[src/rtl/hilotof_result_arbiter.sv]
// hilotof_result_arbiter
//   Shares the single 32-bit result channel of hilotof_io between NUM_SRC
//   producers. Round-robin arbitration feeds a registered holding stage; each
//   word can be tagged with its source index in bits [31:28]. A flush (DUT
//   reset) discards any held word, and a sticky flag reports a downstream that
//   has not accepted a held word for STALL_CYCLES consecutive cycles.
//
// Ports
//   clock        system clock
//   sys_reset_n  asynchronous active-low reset
//   flush        synchronous active-high flush
//   src_dout     source i data at [32*i+31:32*i]
//   src_valid    source i has a word
//   src_ready    accept strobe per source (one-hot or zero)
//   out_dout     registered result word
//   out_valid    out_dout holds an untransferred word
//   out_ready    downstream accept
//   grant_idx    source index of the word in out_dout
//   out_stall    sticky downstream-stall flag
module hilotof_result_arbiter #(
    parameter int unsigned NUM_SRC      = 4,
    parameter int unsigned TAG_EN       = 1,
    parameter int unsigned STALL_CYCLES = 65535,
    localparam int unsigned IW          = $clog2(NUM_SRC),
    localparam int unsigned CW          = $clog2(STALL_CYCLES + 1)
) (
    input  logic                   clock,
    input  logic                   sys_reset_n,
    input  logic                   flush,
    input  logic [32*NUM_SRC-1:0]  src_dout,
    input  logic [NUM_SRC-1:0]     src_valid,
    output logic [NUM_SRC-1:0]     src_ready,
    output logic [31:0]            out_dout,
    output logic                   out_valid,
    input  logic                   out_ready,
    output logic [IW-1:0]          grant_idx,
    output logic                   out_stall
);

    typedef enum logic {
        ST_IDLE,
        ST_HOLD
    } state_t;

    state_t          r_state;
    logic [IW-1:0]   r_rr_ptr;
    logic [31:0]     r_out_dout;
    logic            r_out_valid;
    logic [IW-1:0]   r_grant_idx;
    logic            r_out_stall;
    logic [CW-1:0]   r_stall_cnt;

    logic [31:0]     w_src [NUM_SRC];
    logic            w_found;
    logic [IW-1:0]   w_g;
    logic [IW:0]     w_sum;
    logic [3:0]      w_tag;
    logic [31:0]     w_word;
    logic            w_grant;
    logic [IW-1:0]   w_next_ptr;

    for (genvar gi = 0; gi < NUM_SRC; gi++) begin : g_unpack
        assign w_src[gi] = src_dout[32*gi +: 32];
    end

    // Round-robin search starting at r_rr_ptr; the sum is kept one bit wider
    // so the modulo wrap also works when NUM_SRC is not a power of two.
    always_comb begin
        w_found = 1'b0;
        w_g     = '0;
        w_sum   = '0;
        for (int unsigned k = 0; k < NUM_SRC; k++) begin
            w_sum = {1'b0, r_rr_ptr} + (IW+1)'(k);
            if (w_sum >= (IW+1)'(NUM_SRC)) begin
                w_sum = w_sum - (IW+1)'(NUM_SRC);
            end
            if (!w_found && src_valid[w_sum[IW-1:0]]) begin
                w_found = 1'b1;
                w_g     = w_sum[IW-1:0];
            end
        end
    end

    always_comb begin
        w_tag         = '0;
        w_tag[IW-1:0] = w_g;
        if (TAG_EN != 0) begin
            w_word = {w_tag, w_src[w_g][27:0]};
        end else begin
            w_word = w_src[w_g];
        end
    end

    // Reset is folded in so no source sees an accept while reset is asserted.
    assign w_grant   = sys_reset_n && (r_state == ST_IDLE) && w_found && !flush;
    assign src_ready = w_grant ? ({{(NUM_SRC-1){1'b0}}, 1'b1} << w_g) : '0;

    assign w_next_ptr = (r_grant_idx == IW'(NUM_SRC - 1)) ? '0 : r_grant_idx + IW'(1);

    always_ff @(posedge clock or negedge sys_reset_n) begin
        if (!sys_reset_n) begin
            r_state     <= ST_IDLE;
            r_rr_ptr    <= '0;
            r_out_dout  <= '0;
            r_out_valid <= 1'b0;
            r_grant_idx <= '0;
            r_out_stall <= 1'b0;
            r_stall_cnt <= '0;
        end else if (flush) begin
            r_state     <= ST_IDLE;
            r_out_valid <= 1'b0;
            r_rr_ptr    <= '0;
            r_stall_cnt <= '0;
            r_out_stall <= 1'b0;
        end else begin
            case (r_state)
                ST_IDLE: begin
                    if (w_found) begin
                        r_out_dout  <= w_word;
                        r_grant_idx <= w_g;
                        r_out_valid <= 1'b1;
                        r_state     <= ST_HOLD;
                    end
                end
                ST_HOLD: begin
                    if (out_ready) begin
                        r_out_valid <= 1'b0;
                        r_rr_ptr    <= w_next_ptr;
                        r_stall_cnt <= '0;
                        r_state     <= ST_IDLE;
                    end else begin
                        if (r_stall_cnt != CW'(STALL_CYCLES)) begin
                            r_stall_cnt <= r_stall_cnt + CW'(1);
                        end
                        // Compare against the pre-increment value so the flag
                        // rises on the edge where the count reaches the limit.
                        if (r_stall_cnt >= CW'(STALL_CYCLES - 1)) begin
                            r_out_stall <= 1'b1;
                        end
                    end
                end
                default: r_state <= ST_IDLE;
            endcase
        end
    end

    assign out_dout  = r_out_dout;
    assign out_valid = r_out_valid;
    assign grant_idx = r_grant_idx;
    assign out_stall = r_out_stall;

endmodule

[config.mk]
export PLATFORM = sky130hd
export DESIGN_NAME = hilotof_result_arbiter
export DESIGN_NICKNAME = d
export VERILOG_FILES = /design/src/rtl/hilotof_result_arbiter.sv
export SDC_FILE = /design/constraint.sdc
export NUM_CORES = 1
export LEC_CHECK = 0
export CELL_PAD_IN_SITES_DETAIL_PLACEMENT = 1
export CELL_PAD_IN_SITES_GLOBAL_PLACEMENT = 1
export CORE_MARGIN = 2
export CORE_UTILIZATION = 25
export CTS_BUF_LIST = sky130_fd_sc_hd__clkbuf_8
export CTS_CLUSTER_SIZE = 8
export DETAILED_ROUTE_END_ITERATION = 8
export GPL_TIMING_DRIVEN = 0
export PLACE_DENSITY_LB_ADDON = 0.1
export SLEW_MARGIN = 40
export SYNTH_ARGS = -nofsm -noshare
export SYNTH_HDL_FRONTEND = slang
export SYNTH_SLANG_ARGS = --single-unit
[constraint.sdc]
create_clock -name clock -period 1.64 [get_ports clock]
set_input_delay 0.246 -clock clock [delete_from_list [all_inputs] [get_ports clock]]
set_output_delay 0.246 -clock clock [all_outputs]
set_load 0.02 [all_outputs]
Yosys cells after proc, flatten, opt, wreduce, memory -nomap -nowiden:

Cells that the tools add are included.

* flip-flop bits (word level): 53
* input bits: 136
* logic and storage cells: 98

* add/subtract/negate cells: 9
* magnitude comparators: 10
* equality and inequality tests: 5
* shift-type cells: 1
* multiplexer cells: 44
* bitwise gates (word level): 3
* reductions and logical operators: 19

Operators with widths (number)
* binary-select mux 32 bit (select 2 bit): 1
* two-way mux 16 bit: 4
* two-way mux 28 bit: 2
* two-way mux 2 bit: 12
* two-way mux 1 bit: 18
* adder 16 x 1 -> 16 bit (second input constant): 1
* greater-or-equal comparator 16 bit (second input constant): 1
* inequality test 16 bit (second input constant): 1
* greater-or-equal comparator 3 bit (second input constant): 4
* less-than comparator 2 x 3 -> 1 bit (second input constant): 4
* binary-select mux 1 bit (select 2 bit): 4
* subtractor 2 x 1 -> 2 bit (second input constant): 4
* adder 2 x 2 -> 3 bit (second input constant): 2
* logical AND 1 bit: 6
* inequality test 3 bit (second input constant): 2
* AND reduction 2 bit: 3
* AND reduction 3 bit: 2
* nonzero test 2 bit: 3
* zero test 1 bit: 4
* two-way mux 4 bit: 1
* one-hot mux 1 bit (2 select lines): 2
* left shift 1 x 2 -> 4 bit (first input constant): 1
* adder 2 x 1 -> 3 bit (second input constant): 1
* greater-or-equal comparator 2 x 3 -> 1 bit (second input constant): 1
* 6 further kinds: 7

Depth between registers and ports, before layout:

* depth after elaboration: 18
* gate-level depth with buffers: 7

Worst setup path after synthesis:

OpenSTA, ideal clock, no wires.

* kind: reg2out
* start: register r_rr_ptr[1]
* end: output src_ready[0]
* data arrival time: 1.610 ns
* required time: 1.394 ns
* slack: -0.216 ns
* stages on the path, launching flop included: 7
* buffers on the path: 2
* cells stage by stage: dfrtp_1 -> and2_1 -> nand2_2 -> clkbuf_1 -> clkbuf_1 -> and3_1 -> nor3_1

* cells in the longest elaborated chain, start to end: 17

RTL lines
* start, declared: line 46 `logic [IW-1:0] r_rr_ptr;`
* start signal, assigned: line 128 `r_rr_ptr <= w_next_ptr;`
* parallel branches: the longest is 16 deep, another holds adder 2 x 1 -> 3 bit
* two-way mux 4 bit *: line 96 `assign src_ready = w_grant ? ({{(NUM_SRC-1){1'b0}}, 1'b1} << w_g) : '0;`
* end, declared: line 32 `output logic [NUM_SRC-1:0] src_ready,`

Every way passes the cells marked *. The select of a mux whose other input is x is not followed.

Final worst setup path:

Ends and elaborated chain as after synthesis.

==> key figures <==
Floorplanning
  • Core Box Area: 0.0139 mm^2
  • DIE WIDTH: 124 um
  • Initial core utilization: 0.256
  • Die area: 0.0153 mm^2
  • FP Rows: 43
  • Top-Level Pins: 176
  • Die height: 124 um

Logic synthesis
  • Ranking of synthesized cells by area: dfrtp_1 36%, mux2i_1 8.1%, a221oi_2 8.0%
  • Mapped cell area: 0.00357 mm^2
  • Largest family of logic cells by synthesized area: compound AO/OA/AOI/OAI gates
  • Simple-gate share of the synthesized area: 0.207
  • Most common cell in the synthesized netlist: nor2_1
  • Post-Syn Instances: 349
  • Top FF cell, synth: dfrtp_1
  • Number of flops mapped to enable cells by yosys: 0
  • Mux contribution to synthesized area: 0.0844
  • Synth Area in XOR/XNOR: 0.0294
  • Yosys warns: 0
  • Async S/R FF share, synth: 1.00
  • Cell accounting for the most synthesized area: dfrtp_1
  • Post-synth top cells: 52 x nor2_1, 51 x dfrtp_1, 31 x and2_1
  • Yosys top cell area share: 0.357
  • Yosys reg bits: 51
  • Synth cell types: 54
  • Post-Synth Adder-Cell Area: 0.0105
  • Syn Area/Cell: 10.2 um^2
  • Register area share after synthesis: 0.357
  • Post-synthesis compound-gate area fraction: 0.245

GRT
  • First-pass GRT wire length: 21900 um
  • Antenna violations before repair: 0
  • Vias in the first global route: 3897
  • Total grt overflow: 0
  • GRT Total Usage: 0.192
  • Largest net degree at the start of global routing: 38

Route
  • Via count: 3632
  • Starting DRT DRC Count: 133
  • Avg WL per Cell: 20.1 um
  • Detailed Route WL: 14900 um
  • Via density: 4.90
  • DRC: 0
  • DRT Pass-1 Iters: 4
  • Final ANT Viol Nets: 0

Setup path
  • Maximum fanout along the worst path: 5
  • Critical Path RT: 1.39 ns
  • R2R Setup Slk: -0.17 ns
  • RR Endpoint: out_dout[14]$_DFFE_PN0P_
  • Slowest-stage cell, CP: dfrtp_1
  • Worst setup endpoint: src_ready[0]
  • Critical path class: reg2out
  • Startpoint types: flop
  • Critical path data arrival time: 1.73 ns
  • CP delay by family, top: simple AND/OR/NAND/NOR gates
  • Worst R2R Start: r_rr_ptr[1]$_DFFE_PN0P_
  • CP Cell Sequence: mux2i_1 -> or2_4 -> buf_6 -> and3_4 -> nor3_4 -> buf_6
  • Crit path buffers/inverters: 2
  • Most frequent CP cell: buf_6
  • Crit end category: output port
  • Max incr delay on CP: 0.43 ns
  • Reg2reg path depth: 7
  • Number of cells on the critical path: 6
  • Critical Path Start: r_rr_ptr[1]$_DFFE_PN0P_

Clock tree
  • CTS Root Cell: clkbuf_8
  • Skew-Pair Late Insertion Delay: 0.32 ns
  • H-tree Lvls: 2
  • # clock sinks: 51
  • CTS Buffer Depth: 2
  • Clock Pin Slew Worst Setup and Hold Paths: 0.10 ns
  • Num CTS Buffers: 5
  • CTS tree: yes

Timing
  • Final setup skew: 0.0122 ns
  • Setup TNS: -4.48 ns
  • Final setup vio count: 32
  • Slew Limit Fails: 0
  • Worst-Margin Slew: 0.752 ns
  • PnR worst setup slack: -0.341 ns
  • Slew margin rel.: 0.497
  • Final hold slack: 0.439 ns
  • Min Tclk post-route: 1.98 ns
  • Max Fclk: 505 MHz
  • RSZ-0062 raised after global routing: yes
  • Fin. Hold Viols: 0
  • Crit share post-route: 1.21

Final layout
  • # diodes: 0
  • Area Overhead vs Synth: 86.0%
  • Nets: 699
  • Post-Layout Inst Area: 0.00664 mm^2
  • Share of layout cells above drive strength 1: 0.349

Placement
  • Detailed placer's ending HPWL: 10100 um
  • Pre-CTS setup slack: -1.27 ns
  • GPL Wtd Cong: 0.834
  • Post-Place Cell Area: 0.00545 mm^2
  • IO buf count: 157

Power
  • Pwr/cell area: 899 mW/mm^2
  • Sw power: 2.23 mW
  • Total Power: 5.97 mW
  • Switching Fraction: 0.373
  • Part of the power in registers: 0.283
  • Leakage power: 2.66 nW
  • Peak supply drop: 428 uV
  • Clock power share: 0.160
  • Combinational Power Share: 0.557
  • Pint: 3.75 mW

Worst hold path
  • Min-delay worst type: in2reg
  • HP Start: out_ready

Run
  • Max-Cap Viols: 0

Outcome
  • Status: finished, violations left
  • Failing checks: setup timing
[flip-flops by register name (all words and copies together), names as in the netlist]
| register | cells |
|---|---|
| r_rr_ptr | 2 |
| out_dout | 28 |
| grant_idx | 2 |
| out_stall | 1 |
| r_stall_cnt | 16 |
| r_state | 1 |
| out_valid | 1 |
[metal layers]
layer / wire length [um] / vias up / global-route usage
li1: - / 1712 / -
met1: 5920 / 1792 / 0.227
met2: 7900 / 109 / 0.348
met3: 767 / 19 / 0.0364
met4: 314 / 0 / 0.0604
met5: 0 / - / 0
[worst min-delay path by stage]
stage	endpoint	slack [ns]	depth (start not counted)
floorplan	grant_idx[0]$_DFFE_PN0P_	-0.05	0
global placement	out_stall$_DFFE_PN0P_	0.48	2
detailed placement	out_dout[25]$_DFFE_PN0P_	0.13	1
CTS	out_stall$_DFFE_PN0P_	0.51	2
global route	out_valid$_DFFE_PN0P_	0.47	3
finish	out_valid$_DFFE_PN0P_	0.44	3
[final cells by class]
cell class                      instances  area (um^2)
Buffer                                 25          340
Clock buffer                            6         82.6
Clock inverter                          2         35.0
Fill cell                            1514         7290
Inverter                                4         15.0
Multi-Input combinational cell        267         2560
Sequential cell                        51         1280
Tap cell                              180          225
Timing Repair Buffer                  206         2110
[cells in the final DEF, fill, tap and decap left out, types with 11 or more instances in the layout]
cell	Yosys	layout
a221oi_4	0	11
buf_4	5	34
dfrtp_1	51	46
nor2_1	52	49
clkdlybuf4s50_1	0	141
a211oi_2	19	20
a221oi_2	19	17
mux2i_1	29	17
buf_6	8	17
and2_1	31	24
nand2_1	15	13
[worst reg2reg max path: stages (launching register included)]
cell	delay, ns
dfrtp_1	0.43
mux2i_1	0.13
or2_4	0.25
nand3_4	0.09
buf_4	0.23
clkbuf_16	0.22
mux2i_2	0.26
a211oi_2	0.09
[cell families (layout without fill, tap and decap cells)]
kind of cell / count (synthesis) / after routing
xor+xnor: 12 / 12
flops: 51 / 51
fa+ha+maj: 3 / 3
other cells: 1 / 2
simple gates: 139 / 139
compound gates: 81 / 81
buf+inv: 32 / 243
mux: 30 / 30
[through the flow]
stage / std cells / util
global placement: 687 / 0.390
detailed placement: 688 / 0.391
finish: 741 / 0.477
global route: 741 / 0.477
CTS: 726 / 0.460
floorplan: 350 / -
[timing repair]
| action | in CTS | in global routing |
|---|---|---|
| endpoints found under the hold margin | 14 | 0 |
| gates cloned | 3 | 3 |
| endpoints found under the setup margin | 51 | 50 |
| hold buffers | 3 | 0 |
| gates resized for setup | 142 | 39 |
| buffers inserted | 27 | 13 |
| pin swaps | 71 | 20 |
[power by group through the flow]
stage	clock network, mW	registers, mW	logic [mW]
global route	1.05	1.74	3.53
floorplan	0	2.00	1.12
CTS	1.00	1.69	3.24
global placement	0	1.70	2.57
detailed placement	0	1.71	2.61
finish	0.954	1.69	3.33
(Power assumes the default switching activity.)
